===== config.mk =====
export PLATFORM = sky130hd
export DESIGN_NAME = intc_nest
export DESIGN_NICKNAME = d
export VERILOG_FILES = /design/src/rtl/intc_nest.sv
export SDC_FILE = /design/constraint.sdc
export NUM_CORES = 1
export LEC_CHECK = 0
export ABC_AREA = 1
export CAP_MARGIN = 20
export CORE_MARGIN = 5
export CORE_UTILIZATION = 30
export CTS_CLUSTER_DIAMETER = 30
export DETAILED_ROUTE_END_ITERATION = 10
export GPL_TIMING_DRIVEN = 0
export MAX_ROUTING_LAYER = met4
export PLACE_DENSITY = 0.63
export SYNTH_ARGS = -nofsm -noshare
export SYNTH_HDL_FRONTEND = slang
export SYNTH_SLANG_ARGS = --single-unit
export TNS_END_PERCENT = 100

===== constraint.sdc =====
create_clock -name clk -period 1.5 [get_ports clk]
set_input_delay 0.3 -clock clk [delete_from_list [all_inputs] [get_ports clk]]
set_output_delay 0.3 -clock clk [all_outputs]
set_load 0.1 [all_outputs]

===== src/rtl/intc_nest.sv =====
// intc_nest: two-level nested interrupt controller with an SFR programming interface.
// Ports:
//   clk, reset_n            - clock; synchronous active-low reset
//   mem_sel, mem_addr,      - SFR bus: an access is mem_sel & ~mem_sfr_n,
//   mem_we_n, mem_rd_n,       decoded on mem_addr[7:0]; writes on the edge with
//   mem_sfr_n, mem_wdata      mem_we_n=0, reads return on mem_rdata one cycle later
//   mem_rdata, mem_ready_out- registered read data; always ready
//   int_ack_n, int_reti     - CPU vector acknowledge (active-low) and return-from-interrupt
//   int_req_n, int_so_num   - active-low request and its vector (0 when idle)
//   int_src                 - raw active-high interrupt sources
//   int_isr                 - in-service flags {hi, lo}
module intc_nest #(
    parameter int         NUM_SRC    = 5,
    parameter logic [7:0] IE_ADDR    = 8'hA8,
    parameter logic [7:0] IP_ADDR    = 8'hB8,
    parameter logic [7:0] IT_ADDR    = 8'hC8,
    parameter logic [7:0] PND_ADDR   = 8'hC9,
    parameter logic [7:0] VEC_BASE   = 8'h03,
    parameter logic [7:0] VEC_STRIDE = 8'h08
) (
    input  logic               clk,
    input  logic               reset_n,
    input  logic               mem_sel,
    input  logic [15:0]        mem_addr,
    input  logic               mem_we_n,
    input  logic               mem_rd_n,
    input  logic               mem_sfr_n,
    input  logic [7:0]         mem_wdata,
    output logic [7:0]         mem_rdata,
    output logic               mem_ready_out,
    input  logic               int_ack_n,
    input  logic               int_reti,
    output logic               int_req_n,
    output logic [7:0]         int_so_num,
    input  logic [NUM_SRC-1:0] int_src,
    output logic [1:0]         int_isr
);

    typedef enum logic {IDLE, REQ} state_t;

    state_t             state_q, state_d;
    logic               ea_q;
    logic [NUM_SRC-1:0] ie_q, ip_q, it_q;
    logic [NUM_SRC-1:0] s_q, s_qq;
    logic [NUM_SRC-1:0] epend_q, epend_d;
    logic [1:0]         isr_q, isr_d;
    logic [2:0]         idx_q, idx_d;
    logic               lvl_q, lvl_d;
    logic [7:0]         vec_q, vec_d;
    logic [7:0]         rdata_q, rdata_d;

    logic               sfr_sel, wr_en;
    logic [NUM_SRC-1:0] pend, elig, hi_c, lo_c, cand, sel_hot, ack_hot;
    logic               hi_ok, lo_ok, ack_fire, latched_elig;
    logic [2:0]         win;
    logic [7:0]         ie_v, ip_v, it_v, pnd_v;
    logic               unused_bits;

    // Upper address byte and unimplemented write-data bits carry no meaning here.
    assign unused_bits = ^{mem_addr[15:8], mem_wdata};

    assign sfr_sel = mem_sel & ~mem_sfr_n;
    assign wr_en   = sfr_sel & ~mem_we_n;

    // Level sources follow the synchronized input; edge sources use the sticky latch.
    assign pend  = (it_q & epend_q) | (~it_q & s_q);
    assign elig  = pend & ie_q & {NUM_SRC{ea_q}};
    assign hi_c  = elig & ip_q;
    assign lo_c  = elig & ~ip_q;
    assign hi_ok = (|hi_c) & ~isr_q[1];
    assign lo_ok = (|lo_c) & ~isr_q[1] & ~isr_q[0];
    assign cand  = hi_ok ? hi_c : lo_c;

    assign ack_fire     = (state_q == REQ) & ~int_ack_n;
    assign ack_hot      = sel_hot & {NUM_SRC{ack_fire}};
    assign latched_elig = |(elig & sel_hot);

    // Set beats clear: a fresh edge in the same cycle as ack or EA=0 survives.
    assign epend_d = (it_q & s_q & ~s_qq) | (epend_q & ~ack_hot & {NUM_SRC{ea_q}});

    always_comb begin
        win = 3'd0;
        for (int i = NUM_SRC - 1; i >= 0; i--)
            if (cand[i]) win = 3'(i);
    end

    always_comb begin
        sel_hot = '0;
        for (int i = 0; i < NUM_SRC; i++)
            sel_hot[i] = (idx_q == 3'(i));
    end

    always_comb begin
        ie_v = 8'h00;
        ip_v = 8'h00;
        it_v = 8'h00;
        pnd_v = 8'h00;
        ie_v[NUM_SRC-1:0] = ie_q;
        ie_v[7] = ea_q;
        ip_v[NUM_SRC-1:0] = ip_q;
        it_v[NUM_SRC-1:0] = it_q;
        pnd_v[NUM_SRC-1:0] = pend & ie_q;
        pnd_v[7] = isr_q[1];
    end

    always_comb begin
        rdata_d = rdata_q;
        if (!mem_rd_n)
            rdata_d = !sfr_sel                ? 8'h00 :
                      mem_addr[7:0] == IE_ADDR  ? ie_v  :
                      mem_addr[7:0] == IP_ADDR  ? ip_v  :
                      mem_addr[7:0] == IT_ADDR  ? it_v  :
                      mem_addr[7:0] == PND_ADDR ? pnd_v : 8'h00;
    end

    // Request FSM; reti is applied to the pre-cycle isr, then an ack sets its level on top.
    always_comb begin
        state_d = state_q;
        idx_d   = idx_q;
        lvl_d   = lvl_q;
        vec_d   = vec_q;
        isr_d   = int_reti ? (isr_q[1] ? {1'b0, isr_q[0]} : 2'b00) : isr_q;
        case (state_q)
            IDLE: begin
                if (hi_ok || lo_ok) begin
                    state_d = REQ;
                    idx_d   = win;
                    lvl_d   = hi_ok;
                    vec_d   = VEC_BASE + 8'(win) * VEC_STRIDE;
                end
            end
            REQ: begin
                if (ack_fire) begin
                    state_d = IDLE;
                    isr_d   = isr_d | (lvl_q ? 2'b10 : 2'b01);
                end else if (!latched_elig) begin
                    state_d = IDLE;
                end
            end
            default: state_d = IDLE;
        endcase
    end

    always_ff @(posedge clk) begin
        if (!reset_n) begin
            state_q <= IDLE;
            ea_q    <= 1'b0;
            ie_q    <= '0;
            ip_q    <= '0;
            it_q    <= '0;
            s_q     <= '0;
            s_qq    <= '0;
            epend_q <= '0;
            isr_q   <= 2'b00;
            idx_q   <= 3'd0;
            lvl_q   <= 1'b0;
            vec_q   <= 8'h00;
            rdata_q <= 8'h00;
        end else begin
            state_q <= state_d;
            s_q     <= int_src;
            s_qq    <= s_q;
            epend_q <= epend_d;
            isr_q   <= isr_d;
            idx_q   <= idx_d;
            lvl_q   <= lvl_d;
            vec_q   <= vec_d;
            rdata_q <= rdata_d;
            if (wr_en && mem_addr[7:0] == IE_ADDR) begin
                ea_q <= mem_wdata[7];
                ie_q <= mem_wdata[NUM_SRC-1:0];
            end
            if (wr_en && mem_addr[7:0] == IP_ADDR) ip_q <= mem_wdata[NUM_SRC-1:0];
            if (wr_en && mem_addr[7:0] == IT_ADDR) it_q <= mem_wdata[NUM_SRC-1:0];
        end
    end

    assign mem_rdata     = rdata_q;
    assign mem_ready_out = 1'b1;
    assign int_req_n     = (state_q != REQ);
    assign int_so_num    = (state_q == REQ) ? vec_q : 8'h00;
    assign int_isr       = isr_q;

endmodule


==> reports/qor.csv, run 1 <==
metric,value,unit
final-hold-violation-count,0,
multiInputGateArea,0.001421,mm^2
ys_ff_latch,45,
critPathArrivalTime,1.78,ns
finalCritPeriodShare,1.036,
whs,0.3945,ns
crit_fanout,6,
path_delay_family,simple AND/OR/NAND/NOR gates,
grt_pass1_wl,10610,um
maxSlewViolCount,0,
grt_util_all_layers,0.1392,
grt_max_degree,14,
slew_headroom,0.6596,
place_inst,475,
slowest_stage,dfxtp_2,
violations,setup timing,
die-area,0.009767,mm^2
hp-class,input port to register,
portBuffers,39,
worstPathRequired,1.73,ns
fin_tns_setup,-0.05723,ns
final_cells,517,
fin_util,0.4564,
synth.largest_area_cell,dfxtp_1,
overflow,0,
syn_area,0.002367,mm^2
cts-buffers-inserted,5,
cts_tree,built,
final_nets,451,
synth_area_leaders,"dfxtp_1 (38%), nand2_1 (12%), inv_1 (7.6%), a21oi_1 (6.3%), o21ai_0 (4.0%)",
fmax,0.6437,GHz
nFillCells,779,
route.detailed.drc,0,
crit_path_start_kind,register,
setup_viol,3,
drive_above_1_share,0.3855,
pre_cts_slack,-0.5945,ns
globalplace.congestion,0.8977,
cp_slowest_stage_delay,0.34,ns
critPathKind,register to register,
critPathBufInv,1,
clock-sinks,45,
status,"complete, but fails checks",
start_util,0.3079,
clockRootBuffer,clkbuf_8,
peakVddDrop,0.2920,mV
synthToLayoutAreaGrowth,48.20,%
firstDrtPassIters,5,
seq_area_frac_synth,0.3805,
clock_latency,0.30,ns
yosysWarnings,0,
antenna_found_initial,0,
power.density,631.6,mW/mm^2
synthCells,330,
ant_nets,0,
die_y,98.83,um
drtIter0Drc,104,
cpMostUsedCell,nand2_2,
fin_crit,1.554,ns
antennaDiodeCount,0,
die_x,98.83,um
cts_buffer_depth,2,
dp_hpwl,4890,um
timing.max_cap.violations,0,
p_leak,1.597,nW
seqCellArea,910.9,um^2
cp_cell_sequence,"inv_2, nand2_2, nand2_2, nand4_4, nand3_2, o21bai_4, nand2_1, nand2_2, nand2_2, nor2_2, nand2_1, a21oi_2",
setup_slack,-0.05350,ns
wl_per_cell,12.93,um
std_cell_rows,32,
rsz0062_at_grt,true,
routed_via_density,4.605,
syn-mean-instance-area,7.174,um^2
clk_pin_slew,0.08,ns
drt-total-wl,6684,um
endpoint_kind,register,
synth_top_area_share,0.3805,
core,0.007687,mm^2
vias,2381,
worstMarginPinSlew,0.5158,ns
cts_max_level,2,
grt_pass1_vias,2251,
fin_skew,0.007989,ns
synth_cell_types,34,
boundaryPins,57,
## flip-flops by register name (all words and copies together) (netlist names)
signal     cells
ip_q           5
lvl_q          1
it_q           5
epend_q        5
vec_q          1
s_qq           5
idx_q          3
s_q            5
int_isr        2
ie_q           5
mem_rdata      6
ea_q           1
state_q        1
## tightest hold or removal path, cell delays in order
cell	delay, ns
clkbuf_1	0.18
nand2_1	0.13
inv_1	0.04
## layout by cell type (no fill, tap or decap), types with 17 or more instances in the layout
cell type | Yosys | routed
nand2_1 | 75 | 58
buf_4 | 7 | 38
inv_1 | 48 | 37
dfxtp_1 | 45 | 37
a21oi_1 | 30 | 27
nand2_2 | 11 | 23
inv_2 | 9 | 17
nand3_1 | 18 | 17
clkdlybuf4s50_1 | 0 | 17
## metal layers
metal | GRT usage | wire, um
met1 | 0.1718 | 3027
met3 | 0.03185 | 371
met2 | 0.2221 | 3117
met5 | - | 0
met4 | 0.05042 | 168
## cell usage after synthesis, drive strengths merged
| cell | instances |
|---|---|
| a21oi | 32 |
| buf | 9 |
| clkbuf | 4 |
| clkinv | 1 |
| conb | 2 |
| dfxtp | 45 |
| inv | 57 |
| nand2 | 88 |
| nand3 | 20 |
| nand3b | 1 |
| nand4 | 15 |
| nor2 | 14 |
| nor3 | 4 |
| nor4 | 1 |
| o211ai | 1 |
| o21ai | 22 |
| o21bai | 2 |
| o221ai | 5 |
| o22ai | 1 |
| o311ai | 1 |
| o32ai | 5 |
## cell type report
| cell class | instances | area share |
|---|---|---|
| flip-flops and latches | 45 | 0.2596 |
| repair buffers | 72 | 0.1790 |
| multi-input cells | 219 | 0.4051 |
| well taps | 102 | 0.03638 |
| clock inverters | 2 | 0.002853 |
| clock buffers | 6 | 0.02068 |
| inverters | 58 | 0.06491 |
| plain buffers | 13 | 0.03138 |
## through the flow
step	power, mW	area (um^2)
2_1_floorplan	1.380	2416
3_3_place_gp	1.475	2934
3_5_place_dp	1.476	2934
4_1_cts	2.219	3349
5_1_grt	2.309	3508
6_report	2.216	3508
## kinds of logic after synthesis
logic type	synth area share
DFF	0.3805
AOI/OAI and AO/OA	0.1765
buffers and inverters	0.1300
other	0.003172
and+or+nand+nor	0.3097
## power by group
part,internal [mW],leakage [nW],switching [mW]
Sequential,1.21,0.369,0.00615
Combinational,0.101,1.18,0.173
Clock,0.323,0.0450,0.406
Total,1.63,1.60,0.585
## path summary, 6_finish.rpt
check        startpoint         end  slack, ns  cells past startpoint
max reg2reg     it_q[0]    idx_q[2]      -0.05                     12
min             reset_n     s_qq[1]       0.39                      3
min reg2reg     s_qq[2]  epend_q[2]       0.43                      1
max             it_q[0]    idx_q[2]      -0.05                     12
## what timing repair did
item | CTS | global route
buffers inserted | 25 | 8
hold buffers | 0 | 0
endpoints found under the setup margin | 41 | 38
gates cloned | 0 | 1
pin swaps | 23 | 24
gates resized for setup | 119 | 56
Power figures use the tool's default switching activity.
==> run 2: changes to the inputs <==
--- a/config.mk
+++ b/config.mk
@@ -5,7 +5,6 @@
 export SDC_FILE = /design/constraint.sdc
 export NUM_CORES = 1
 export LEC_CHECK = 0
-export ABC_AREA = 1
 export CAP_MARGIN = 20
 export CORE_MARGIN = 5
 export CORE_UTILIZATION = 30
==> run 2 against run 1 <==
Against the previous run: the run still ends with setup timing left; clock skew is 0.0034 ns lower; sequential power barely moved; fmax down 28%; critical path depth down 5; worst hold slack improved by 0.068 ns; sequential share of layout area up 2.0 points; routed wire length is 4.8% lower; critical endpoint unchanged.
==> reports/qor.csv, run 2 <==
metric,value,unit,change
portBuffers,39,,unchanged
drive_above_1_share,0.2899,,was 0.3855
drt-total-wl,6366,um,was 6684 um
slowest_stage,or4_4,,was dfxtp_2
p_switching,558.6,uW,was 585.3 uW
antennaDiodeCount,0,,unchanged
final_nets,374,,was 451
status,"complete, but fails checks",,unchanged
finalCritPeriodShare,1.439,,was 1.036
final_cells,440,,was 517
routed_via_density,4.850,,was 4.605
fin_crit,2.159,ns,was 1.554 ns
crit_path_start_kind,register,,unchanged
violations,setup timing,,unchanged
fin_tns_setup,-3.039,ns,was -0.05723 ns
ant_nets,0,,unchanged
cts_tree,built,,unchanged
start_util,0.3075,,was 0.3079
pwr-share-comb,0.114,,was 0.124
async_flop_share,0,,unchanged
grt_pass1_wl,10470,um,"was 10,610 um"
critPathArrivalTime,2.39,ns,was 1.78 ns
switching_share,0.2543,,was 0.2641
final-hold-violation-count,0,,unchanged
route.detailed.drc,0,,unchanged
yosysMostFrequentCell,dfxtp_1,,was nand2_1
setup_viol,7,,was 3
setup_slack,-0.6589,ns,was -0.05350 ns
hp-class,register to register,,was input port to register
vias,2134,,"was 2,381"
cts_max_level,2,,unchanged
cts-buffers-inserted,5,,unchanged
std_cell_rows,32,,unchanged
overflow,0,,unchanged
maxSlewViolCount,0,,unchanged
synth_enable_flop_cells,0,,unchanged
fmax,0.4632,GHz,was 0.6437 GHz
firstDrtPassIters,4,,was 5
grt_pass1_vias,2101,,"was 2,251"
rsz0062_at_grt,true,,unchanged
largest_reg_flops,6,,unchanged
die-area,0.009800,mm^2,was 0.009767 mm^2
wl_per_cell,14.47,um,was 12.93 um
synth_ff_type,dfxtp_1,,unchanged
die_y,99.00,um,was 98.83 um
synthToLayoutAreaGrowth,38.65,%,was 48.20%
layout_commonest_cell,dfxtp_1,,was nand2_1
cp_cell_sequence,"mux2_4, and3_4, a221o_1, a22oi_2, nand3_1, or4_4, a21boi_2",,"was inv_2, nand2_2, nand2_2, nand4_4, nand3_2, o21bai_4, nand2_1, nand2_2, nand2_2, nor2_2, nand2_1, a21oi_2"
die_x,99.00,um,was 98.83 um
peakVddDrop,0.3769,mV,was 0.2920 mV
worstPathRequired,1.73,ns,about the same
synth_cell_types,51,,was 34
cts_buffer_depth,2,,unchanged
nFillCells,787,,was 779
internal_power,1.638,mW,was 1.631 mW
power.density,666.8,mW/mm^2,was 631.6 mW/mm^2
syn_area,0.002376,mm^2,was 0.002367 mm^2
clockRootBuffer,clkbuf_8,,unchanged
endpoint_kind,register,,unchanged
core,0.007727,mm^2,was 0.007687 mm^2
seq_area_frac_synth,0.3791,,was 0.3805
dp_hpwl,4663,um,was 4890 um
synthTopCellsByCount,"dfxtp_1 (45), nand2_1 (29), nor2b_1 (25)",,"was nand2_1 (75), inv_1 (48), dfxtp_1 (45)"
pwr-share-seq,0.550,,was 0.547
antenna_found_initial,0,,unchanged
grt_max_degree,14,,unchanged
critPathBufInv,0,,was 1
ys_ff_latch,45,,unchanged
synth_top_area_share,0.3791,,was 0.3805
p_leak,1.299,nW,was 1.597 nW
critPathKind,register to register,,unchanged
clock-sinks,45,,unchanged
clk_pin_slew,0.09,ns,was 0.08 ns
fin_skew,0.004548,ns,was 0.007989 ns
place_inst,418,,was 475
cp_slowest_stage_delay,0.54,ns,was 0.34 ns
synthCells,273,,was 330
yosysWarnings,0,,unchanged
drtIter0Drc,104,,unchanged
synth_area_leaders,"dfxtp_1 (38%), mux2i_1 (9.3%), nor2b_1 (6.6%), nand2_1 (4.6%), and2_1 (3.9%)",,"was dfxtp_1 (38%), nand2_1 (12%), inv_1 (7.6%), a21oi_1 (6.3%), o21ai_0 (4.0%)"
globalplace.congestion,0.8738,,was 0.8977
boundaryPins,57,,unchanged
grt_util_all_layers,0.1359,,was 0.1392
syn-mean-instance-area,8.703,um^2,was 7.174 um^2
synth.largest_area_cell,dfxtp_1,,unchanged
layout_common_cells,"dfxtp_1 (35), nand2_1 (29), nor2b_1 (25)",,"was nand2_1 (58), buf_4 (38), inv_1 (37), dfxtp_1 (37), a21oi_1 (27)"
path_delay_family,simple AND/OR/NAND/NOR gates,,unchanged
clock_latency,0.30,ns,about the same
pwr-share-clk,0.336,,was 0.329
timing.max_cap.violations,0,,unchanged
crit_fanout,3,,was 6
[run 2: cell count changes after synthesis, sizes merged, moves of 15 or more]
| cell | before | now |
|---|---|---|
| inv | 57 | 3 |
| and2 | 0 | 15 |
| nand2 | 88 | 29 |
| o21ai | 22 | 5 |
| mux2i | 0 | 22 |
| a21oi | 32 | 7 |
| nor2b | 0 | 25 |
[run 2: worst paths after layout]
| path | slack, ns | cells after the start | to | startpoint |
|---|---|---|---|---|
| worst max-delay path | -0.66 | 7 | idx_q[2] | it_q[2] |
| worst min-delay path | 0.46 | 2 | mem_rdata[0] | mem_rdata[0] |
| worst max register to register | -0.66 | 7 | idx_q[2] | it_q[2] |
| worst min register to register | 0.46 | 2 | mem_rdata[0] | mem_rdata[0] |
[run 2: worst reg2reg max path, cell delays in order (launching register included)]
cell and delay (ns):
dfxtp_4 0.36, mux2_4 0.31, and3_4 0.19, a221o_1 0.33, a22oi_2 0.16, nand3_1 0.09, or4_4 0.54, a21boi_2 0.12
[run 2: final cells by class]
class | count | area [um^2] | area share
flip-flops and latches | 45 | 920.9 | 0.2795
repair buffers | 53 | 486.7 | 0.1477
plain buffers | 21 | 175.2 | 0.05317
clock inverters | 1 | 7.507 | 0.002279
clock buffers | 7 | 76.32 | 0.02317
multi-input cells | 208 | 1489 | 0.4520
well taps | 102 | 127.6 | 0.03874
inverters | 3 | 11.26 | 0.003418
[run 2: layer usage]
layer / vias to the layer above / GRT usage / wire length, um
met2: 52 / 0.2180 / 3114
met4: 0 / 0.03782 / 90
li1: 1087 / - / -
met1: 987 / 0.1725 / 2823
met5: - / - / 0
met3: 8 / 0.02902 / 338
[run 2: cells by family after synthesis]
| kind of cell | Yosys count | synth area share |
|---|---|---|
| muxes | 25 | 0.1085 |
| buffers and inverters | 24 | 0.06424 |
| AOI/OAI and AO/OA | 54 | 0.1659 |
| DFF | 45 | 0.3791 |
| and+or+nand+nor | 123 | 0.2791 |
| other | 2 | 0.003161 |
[run 2: through the flow]
stage               worst slack [ns]  area, um^2    util  hold slack, ns  total power, mW
floorplan                    -0.6459        2454       -          0.4273            1.381
finish                       -0.6589        3294  0.4263          0.4621            2.197
global route                 -0.7506        3294  0.4263          0.5062            2.276
detailed placement           -0.9728        2972  0.3846          0.4593            1.484
global placement             -0.9504        2972  0.3846          0.4546            1.482
CTS                          -0.6738        3213  0.4158          0.4719            2.214
[run 2: what timing repair did]
action / in CTS / in global routing
resized for setup: 119 / 28
hold buffers: 0 / 0
cloned: 0 / 0
endpoints found under the setup margin: 42 / 28
setup buffers: 12 / 2
pin swaps: 16 / 8
[run 2: power groups by stage]
stage                     clock [mW]  combinational, mW  sequential (mW)
after detailed placement           0              0.243             1.24
after global routing           0.798              0.267             1.21
after global placement             0              0.242             1.24
final                          0.738              0.250             1.21
after CTS                      0.762              0.244             1.21
after floorplan                    0              0.143             1.24
